==> src/rtl/clk_ctrl_pkg.sv <==
// Shared types and constants for the CPU clock controller.
// Contents: operating-mode enum, button debouncer state enum, reset mode,
// and bit positions of the three tick sources inside the tick vectors.
package clk_ctrl_pkg;

  // Encodings match the raw Mode switch positions so the synchronized
  // switch value can be cast straight to this type.
  typedef enum logic [1:0] {
    MANUAL = 2'b00,
    AUTO   = 2'b01,
    TURBO  = 2'b10,
    HOLD   = 2'b11
  } mode_e;

  typedef enum logic [1:0] {
    STABLE_LO = 2'b00,
    ARMING_HI = 2'b01,
    STABLE_HI = 2'b10,
    ARMING_LO = 2'b11
  } dbn_state_e;

  // Coming out of reset the CPU must not advance until a mode is committed.
  localparam mode_e RESET_MODE = HOLD;

  // Bit positions within the packed tick vectors.
  localparam int TICK_DBN   = 0;
  localparam int TICK_AUTO  = 1;
  localparam int TICK_TURBO = 2;

endpackage

==> src/rtl/button_debouncer.sv <==
// Step pushbutton synchronizer and debounce FSM.
// Ports: clk/rst (async active-high), button_raw (asynchronous pushbutton),
//        tick (one-cycle sample strobe), level (debounced level), press (one-cycle accept pulse).
module button_debouncer
  import clk_ctrl_pkg::*;
#(
  parameter int DEBOUNCE_SAMPLES = 4,
  parameter int SYNC_STAGES      = 2
) (
  input  logic clk,
  input  logic rst,
  input  logic button_raw,
  input  logic tick,
  output logic level,
  output logic press
);

  // The arming count is already 1 on entry, so the transition fires when
  // the count equals DEBOUNCE_SAMPLES-1 and one more agreeing sample arrives.
  localparam logic [3:0] LAST_COUNT = 4'(DEBOUNCE_SAMPLES - 1);

  logic [SYNC_STAGES-1:0] sync_chain;
  logic                   sample;
  dbn_state_e             state;
  dbn_state_e             state_next;
  logic [3:0]             count;
  logic [3:0]             count_next;

  assign sample = sync_chain[SYNC_STAGES-1];

  always_ff @(posedge clk or posedge rst) begin
    if (rst) begin
      sync_chain <= '0;
    end else begin
      sync_chain <= {sync_chain[SYNC_STAGES-2:0], button_raw};
    end
  end

  // State register
  always_ff @(posedge clk or posedge rst) begin
    if (rst) begin
      state <= STABLE_LO;
      count <= '0;
    end else begin
      state <= state_next;
      count <= count_next;
    end
  end

  // Next-state logic: the FSM only moves on tick cycles.
  always_comb begin
    state_next = state;
    count_next = count;
    if (tick) begin
      case (state)
        STABLE_LO: begin
          if (sample) begin
            state_next = ARMING_HI;
            count_next = 4'd1;
          end
        end
        ARMING_HI: begin
          if (!sample) begin
            state_next = STABLE_LO;
            count_next = '0;
          end else if (count == LAST_COUNT) begin
            state_next = STABLE_HI;
            count_next = '0;
          end else begin
            count_next = count + 4'd1;
          end
        end
        STABLE_HI: begin
          if (!sample) begin
            state_next = ARMING_LO;
            count_next = 4'd1;
          end
        end
        ARMING_LO: begin
          if (sample) begin
            state_next = STABLE_HI;
            count_next = '0;
          end else if (count == LAST_COUNT) begin
            state_next = STABLE_LO;
            count_next = '0;
          end else begin
            count_next = count + 4'd1;
          end
        end
        default: begin
          state_next = STABLE_LO;
          count_next = '0;
        end
      endcase
    end
  end

  // Outputs: press is Mealy so it lines up with the accepting tick; the
  // level flips on the following edge together with the state register.
  always_comb begin
    level = (state == STABLE_HI) || (state == ARMING_LO);
    press = tick && (state == ARMING_HI) && sample && (count == LAST_COUNT);
  end

endmodule

==> src/rtl/cpu_clock_controller.sv <==
// Selects one of the divided tick sources (or the debounced step button) and
// emits a single-cycle CPU clock-enable per selected event, with halt handling.
// Ports: Board_Clock/Reset (async active-high); Debouncer_Clock, Auto_Clock,
//        Turbo_Clock ticks; Step_Button; Mode[1:0]; Halt_Request;
//        CPU_Clock_Enable, Button_Level, Active_Mode[1:0], Halted.
// Optional: define CLKCTRL_STEP_COUNTER_EN to add Step_Count[15:0], a wrapping
//           count of issued enables that clears on every mode commit.
module cpu_clock_controller
  import clk_ctrl_pkg::*;
#(
  parameter int DEBOUNCE_SAMPLES = 4,
  parameter int SYNC_STAGES      = 2
) (
  input  logic        Board_Clock,
  input  logic        Reset,
  input  logic        Debouncer_Clock,
  input  logic        Auto_Clock,
  input  logic        Turbo_Clock,
  input  logic        Step_Button,
  input  logic [1:0]  Mode,
  input  logic        Halt_Request,
  output logic        CPU_Clock_Enable,
  output logic        Button_Level,
  output logic [1:0]  Active_Mode,
  output logic        Halted
`ifdef CLKCTRL_STEP_COUNTER_EN
  ,
  output logic [15:0] Step_Count
`endif
);

  // ---------------------------------------------------------------------
  // Tick synchronizers and registered rising-edge detectors.
  // Tick first sampled on edge N: synchronized after N+SYNC_STAGES-1,
  // edge pulse registered on N+SYNC_STAGES, enable registered one later.
  // ---------------------------------------------------------------------
  logic [SYNC_STAGES-1:0][2:0] tick_chain;
  logic [2:0]                  tick_sync;
  logic [2:0]                  tick_prev;
  logic [2:0]                  tick_rise;

  assign tick_sync = tick_chain[SYNC_STAGES-1];

  always_ff @(posedge Board_Clock or posedge Reset) begin
    if (Reset) begin
      tick_chain <= '0;
      tick_prev  <= '0;
      tick_rise  <= '0;
    end else begin
      tick_chain <= {tick_chain[SYNC_STAGES-2:0], {Turbo_Clock, Auto_Clock, Debouncer_Clock}};
      tick_prev  <= tick_sync;
      tick_rise  <= tick_sync & ~tick_prev;
    end
  end

  // ---------------------------------------------------------------------
  // Mode switch synchronizer
  // ---------------------------------------------------------------------
  logic [SYNC_STAGES-1:0][1:0] mode_chain;
  mode_e                       mode_sync;

  assign mode_sync = mode_e'(mode_chain[SYNC_STAGES-1]);

  always_ff @(posedge Board_Clock or posedge Reset) begin
    if (Reset) begin
      mode_chain <= '0;
    end else begin
      mode_chain <= {mode_chain[SYNC_STAGES-2:0], Mode};
    end
  end

  // ---------------------------------------------------------------------
  // Step button
  // ---------------------------------------------------------------------
  logic press;

  button_debouncer #(
    .DEBOUNCE_SAMPLES (DEBOUNCE_SAMPLES),
    .SYNC_STAGES      (SYNC_STAGES)
  ) u_debouncer (
    .clk        (Board_Clock),
    .rst        (Reset),
    .button_raw (Step_Button),
    .tick       (tick_rise[TICK_DBN]),
    .level      (Button_Level),
    .press      (press)
  );

  // ---------------------------------------------------------------------
  // Mode commit, event selection, suppression and halt
  // ---------------------------------------------------------------------
  mode_e active_mode;
  mode_e mode_prev;     // switch value seen on the previous debouncer tick
  logic  suppress;      // drop the first selected event after a commit
  logic  enable_q;

  logic  commit;
  logic  event_sel;
  logic  enable_next;
  logic  halted_next;
  logic  suppress_next;

  always_comb begin
    commit        = 1'b0;
    event_sel     = 1'b0;
    enable_next   = 1'b0;
    halted_next   = Halted;
    suppress_next = suppress;

    // A commit needs the same switch value on two consecutive debouncer
    // ticks; re-committing the mode already in effect would needlessly
    // re-arm suppression, so only real changes count.
    commit = tick_rise[TICK_DBN] && (mode_sync == mode_prev) && (mode_sync != active_mode);

    // Events are always judged against the mode in effect before any
    // commit happening in this same cycle.
    case (active_mode)
      MANUAL:  event_sel = press;
      AUTO:    event_sel = tick_rise[TICK_AUTO];
      TURBO:   event_sel = tick_rise[TICK_TURBO];
      default: event_sel = 1'b0;
    endcase

    // The last term is belt-and-braces: edge pulses already cannot repeat
    // on back-to-back cycles.
    enable_next = event_sel && !suppress && !Halted && !Halt_Request && !enable_q;

    // Halt request wins over a coincident halt-clearing press.
    if (Halt_Request) begin
      halted_next = 1'b1;
    end else if (Halted && press && (active_mode == MANUAL)) begin
      halted_next = 1'b0;
    end

    // Any selected event consumes a pending suppression, including one that
    // is swallowed by halt; a commit in the same cycle re-arms it.
    if (commit) begin
      suppress_next = 1'b1;
    end else if (event_sel) begin
      suppress_next = 1'b0;
    end
  end

  always_ff @(posedge Board_Clock or posedge Reset) begin
    if (Reset) begin
      active_mode <= RESET_MODE;
      mode_prev   <= RESET_MODE;
      suppress    <= 1'b0;
      Halted      <= 1'b0;
      enable_q    <= 1'b0;
    end else begin
      if (tick_rise[TICK_DBN]) begin
        mode_prev <= mode_sync;
      end
      if (commit) begin
        active_mode <= mode_sync;
      end
      suppress <= suppress_next;
      Halted   <= halted_next;
      enable_q <= enable_next;
    end
  end

  assign CPU_Clock_Enable = enable_q;
  assign Active_Mode      = active_mode;

`ifdef CLKCTRL_STEP_COUNTER_EN
  // Counts alongside the enable register; a commit restarts the count.
  always_ff @(posedge Board_Clock or posedge Reset) begin
    if (Reset) begin
      Step_Count <= '0;
    end else if (commit) begin
      Step_Count <= '0;
    end else if (enable_next) begin
      Step_Count <= Step_Count + 16'd1;
    end
  end
`endif

endmodule
==> config.mk <==
export PLATFORM = sky130hd
export DESIGN_NAME = cpu_clock_controller
export DESIGN_NICKNAME = d
export VERILOG_FILES = /design/src/rtl/clk_ctrl_pkg.sv /design/src/rtl/button_debouncer.sv /design/src/rtl/cpu_clock_controller.sv
export SDC_FILE = /design/constraint.sdc
export NUM_CORES = 1
export LEC_CHECK = 0
export CELL_PAD_IN_SITES_DETAIL_PLACEMENT = 0
export CELL_PAD_IN_SITES_GLOBAL_PLACEMENT = 1
export CORE_MARGIN = 5
export CORE_UTILIZATION = 44
export DETAILED_ROUTE_END_ITERATION = 10
export PLACE_DENSITY_LB_ADDON = 0.1
export SLEW_MARGIN = 10
export SYNTH_ARGS = -nofsm -noshare
export SYNTH_HDL_FRONTEND = slang
export SYNTH_HIERARCHICAL = 1
export SYNTH_SLANG_ARGS = --single-unit
==> constraint.sdc <==
create_clock -name Board_Clock -period 2.9 [get_ports Board_Clock]
set_input_delay 0.87 -clock Board_Clock [delete_from_list [all_inputs] [get_ports Board_Clock]]
set_output_delay 0.87 -clock Board_Clock [all_outputs]
set_load 0.02 [all_outputs]
==> flow_summary.toml <==
[status]
outcome = "finished, final reports clean"

[job]
drv_cap = 0

[route]
detail_route.wl_per_cell_um = 13.0
drtIter0Drc = 30
via_per_inst = 5.05
vias = 682
drt_wl_total_um = 1760
antenna_left = 0
route.detailed.drc = 0
drtPass1Iterations = 3

[clock_tree]
cts_buffers = 5
cts.sinks = 31
root_buffer = "clkbuf_4"
cts.path.max_buffers = 2
cts_tree = "yes"
insertion_delay_ns = 0.33
postCtsSetupBuffers = 0
cts-hold-fix-buffers = 0
cts_max_level = 2
cts_resized = 0
clk_pin_slew_worst_paths_ns = 0.09

[setup_path]
rr_startpoint = "u_debouncer/count[0]"
cpPeakStageDelay_ns = 0.62
arrival_ns = 1.54
end_kind = "output pin"
r2r-end = "Halted"
crit_type = "reg -> out"
rrSetupSlack_ns = 0.90
critPathSlowestCell = "clkdlybuf4s50_1"
cp_max_fo = 6
required_ns = 2.03
crit_family = "buffers and inverters"
crit_chain = "clkdlybuf4s50_1"
ff2ff_path_depth = 6
cp_num_buf_inv = 1
crit_path_start_kind = "flip-flop"

[die]
die_y_um = 61.6
rows = 18
ios = 14
die_x_um = 61.6
dieArea_sq_um = 3790
coreArea_sq_um = 2520
start_util_pct = 46.4

[grt]
grt_pass1_wl_um = 3080
grt_pass1_vias = 685
overflow = 0
grt.total_usage_pct = 12.0
antenna_found_initial = 0
grt_max_degree = 24

[placement]
port_buffers = 13
place.gp.congestion = 0.752
dpl.hpwl_um = 1240
dp_slack_ns = 0.841

[sta]
setup_viol_count_final = 0
rsz0062_at_grt = "false"
maxSlewViolCount = 0
fin_crit_ns = 2.41
worst_pin_slew_ns = 0.411
fmax_mhz = 416
hold_viol = 0
layout_setup_ws_ns = 0.494
slew_headroom_pct = 72.3
finClkSkew_ns = 0.0122
period_share_pct = 83.0
hold_slack_ns = 0.357
final.setup.tns_ns = 0

[finish]
fin_util_pct = 57.2
multi_input_area_sq_um = 372
synthToLayoutAreaGrowth_pct = 23.3
fillers = 211
drive_above_1_share_pct = 18.1
nets = 114
antennaDiodeCount = 0
regArea_sq_um = 781

[worst_hold_path]
worstHoldPathType = "reg -> reg"
min_to = "tick_sync[0]"
hold_path_depth = 0
min_from = "tick_chain[0]"

[synth]
synth-edff-count = 0
syn_area_per_cell_sq_um = 13.9
yosys_warnings = 6
ys_seq_area_share_pct = 66.7
synth-async-reset-ratio_pct = 100
synth_area_sq_um = 1170
synth_cells = 84
synthFlopType = "dfrtp_1"
netlist-cell-type-count = 33
ys_ff_latch = 31
synth_nets = 94

[pwr]
leakagePower_nw = 0.624
max-vdd-ir-drop_v = 0.000638
power.density_nw_per_um2 = 786
==> synth_stat cells, drive strengths merged, types with 2 or more instances <==
cell / instances / area, sq um
mux2i: 2 / 20.0
dfstp: 4 / 105
o21ai: 4 / 20.0
nor2b: 5 / 31.3
xor2: 3 / 26.3
dfrtp: 27 / 676
o2bb2ai: 3 / 26.3
nand2: 3 / 11.3
xnor2: 2 / 25.0
nand3: 3 / 25.0
a21oi: 2 / 10.0
inv: 4 / 15.0
nand3b: 2 / 15.0
mux2: 4 / 52.6
==> registers in the layout, summed over array words and instances, names as in the netlist, named ones only <==
register and cells:
suppress 1, Active_Mode 2, tick_prev 3, tick_chain 3, mode_prev 2, mode_sync 2, u_debouncer/state 1, tick_rise 3
u_debouncer/sync_chain 2, mode_chain 2, CPU_Clock_Enable 1, tick_sync 3, u_debouncer/count 4, Halted 1
==> how the worst max path moves through the flow <==
stage / startpoint / end / slack, ns / cells past startpoint
floorplan: u_debouncer/count[0] / Halted / 1.21 / 6
finish: Active_Mode[1] / Active_Mode[1] / 0.49 / 1
CTS: Active_Mode[1] / Active_Mode[1] / 0.47 / 1
global route: Active_Mode[1] / Active_Mode[1] / 0.42 / 1
detailed placement: Active_Mode[1] / Active_Mode[1] / 0.84 / 1
global placement: Active_Mode[0] / Active_Mode[0] / 0.85 / 1
==> power by group <==
| part | switching, mW | internal, mW | total (mW) |
|---|---|---|---|
| clock | 0.143 | 0.269 | 0.412 |
| combinational | 0.0795 | 0.0946 | 0.174 |
| sequential | 0.0555 | 0.493 | 0.549 |
==> final cells by class <==
class                           instances  share of cell area, %
Multi-Input combinational cell         48                   25.7
Clock inverter                          2                   4.16
Inverter                                4                   1.04
Timing Repair Buffer                   14                   9.53
Sequential cell                        31                   54.1
Tap cell                               30                   2.60
Clock buffer                            6                   2.86
==> worst reg2reg max path: stages, from the launching register on <==
cell     delay, ns
dfrtp_1       0.43
ha_1          0.21
nor2b_1       0.20
nand3_2       0.13
nor3b_1       0.34
or3b_1        0.39
a21o_1        0.18
==> per-layer routing <==
layer / part of all wire, % / track usage (%) / wire, um / vias up
met1: 45 / 13.8 / 796 / 333
met5: 0 / 0 / 0 / -
li1: - / - / - / 333
met3: 5.4 / 7.55 / 95 / 4
met4: 2.1 / 5.45 / 37 / 0
met2: 47 / 17.6 / 829 / 12
==> stage by stage <==
stage | instance area, sq um | total power [mW] | cells
2_1_floorplan | 1170 | 0.671 | 84
3_3_place_gp | 1340 | 0.727 | 127
3_5_place_dp | 1340 | 0.732 | 127
4_1_cts | 1440 | 1.15 | 135
5_1_grt | 1440 | 1.21 | 135
6_report | 1440 | 1.13 | 135
==> layout by cell type (no fill, tap or decap), types with 2 or more instances in the layout <==
cell type        netlist  final
mux2i_1                2      2
clkbuf_4               0      5
xor2_1                 3      3
nand3_2                2      2
dfrtp_1               27     27
nor2b_1                5      5
inv_1                  4      4
mux2_2                 2      2
o2bb2ai_1              3      3
bufinv_16              0      2
nand3b_1               2      2
nand2_1                3      3
mux2_4                 2      2
o21ai_0                4      4
dfstp_2                4      4
a21oi_1                2      2
clkdlybuf4s50_1        0     13
==> kinds of logic (layout without fill, tap and decap cells) <==
family	Yosys count	after routing	share of synthesized area (%)
flip-flops	31	31	66.7
XOR/XNOR	5	5	4.38
buffers and inverters	5	26	1.60
AND/OR/NAND/NOR	21	21	11.5
multiplexers	6	6	6.20
AO/OA/AOI/OAI	15	15	8.55
adder cells (fa/ha/maj)	1	1	1.07
No activity file was read; power rests on OpenSTA's default activity.
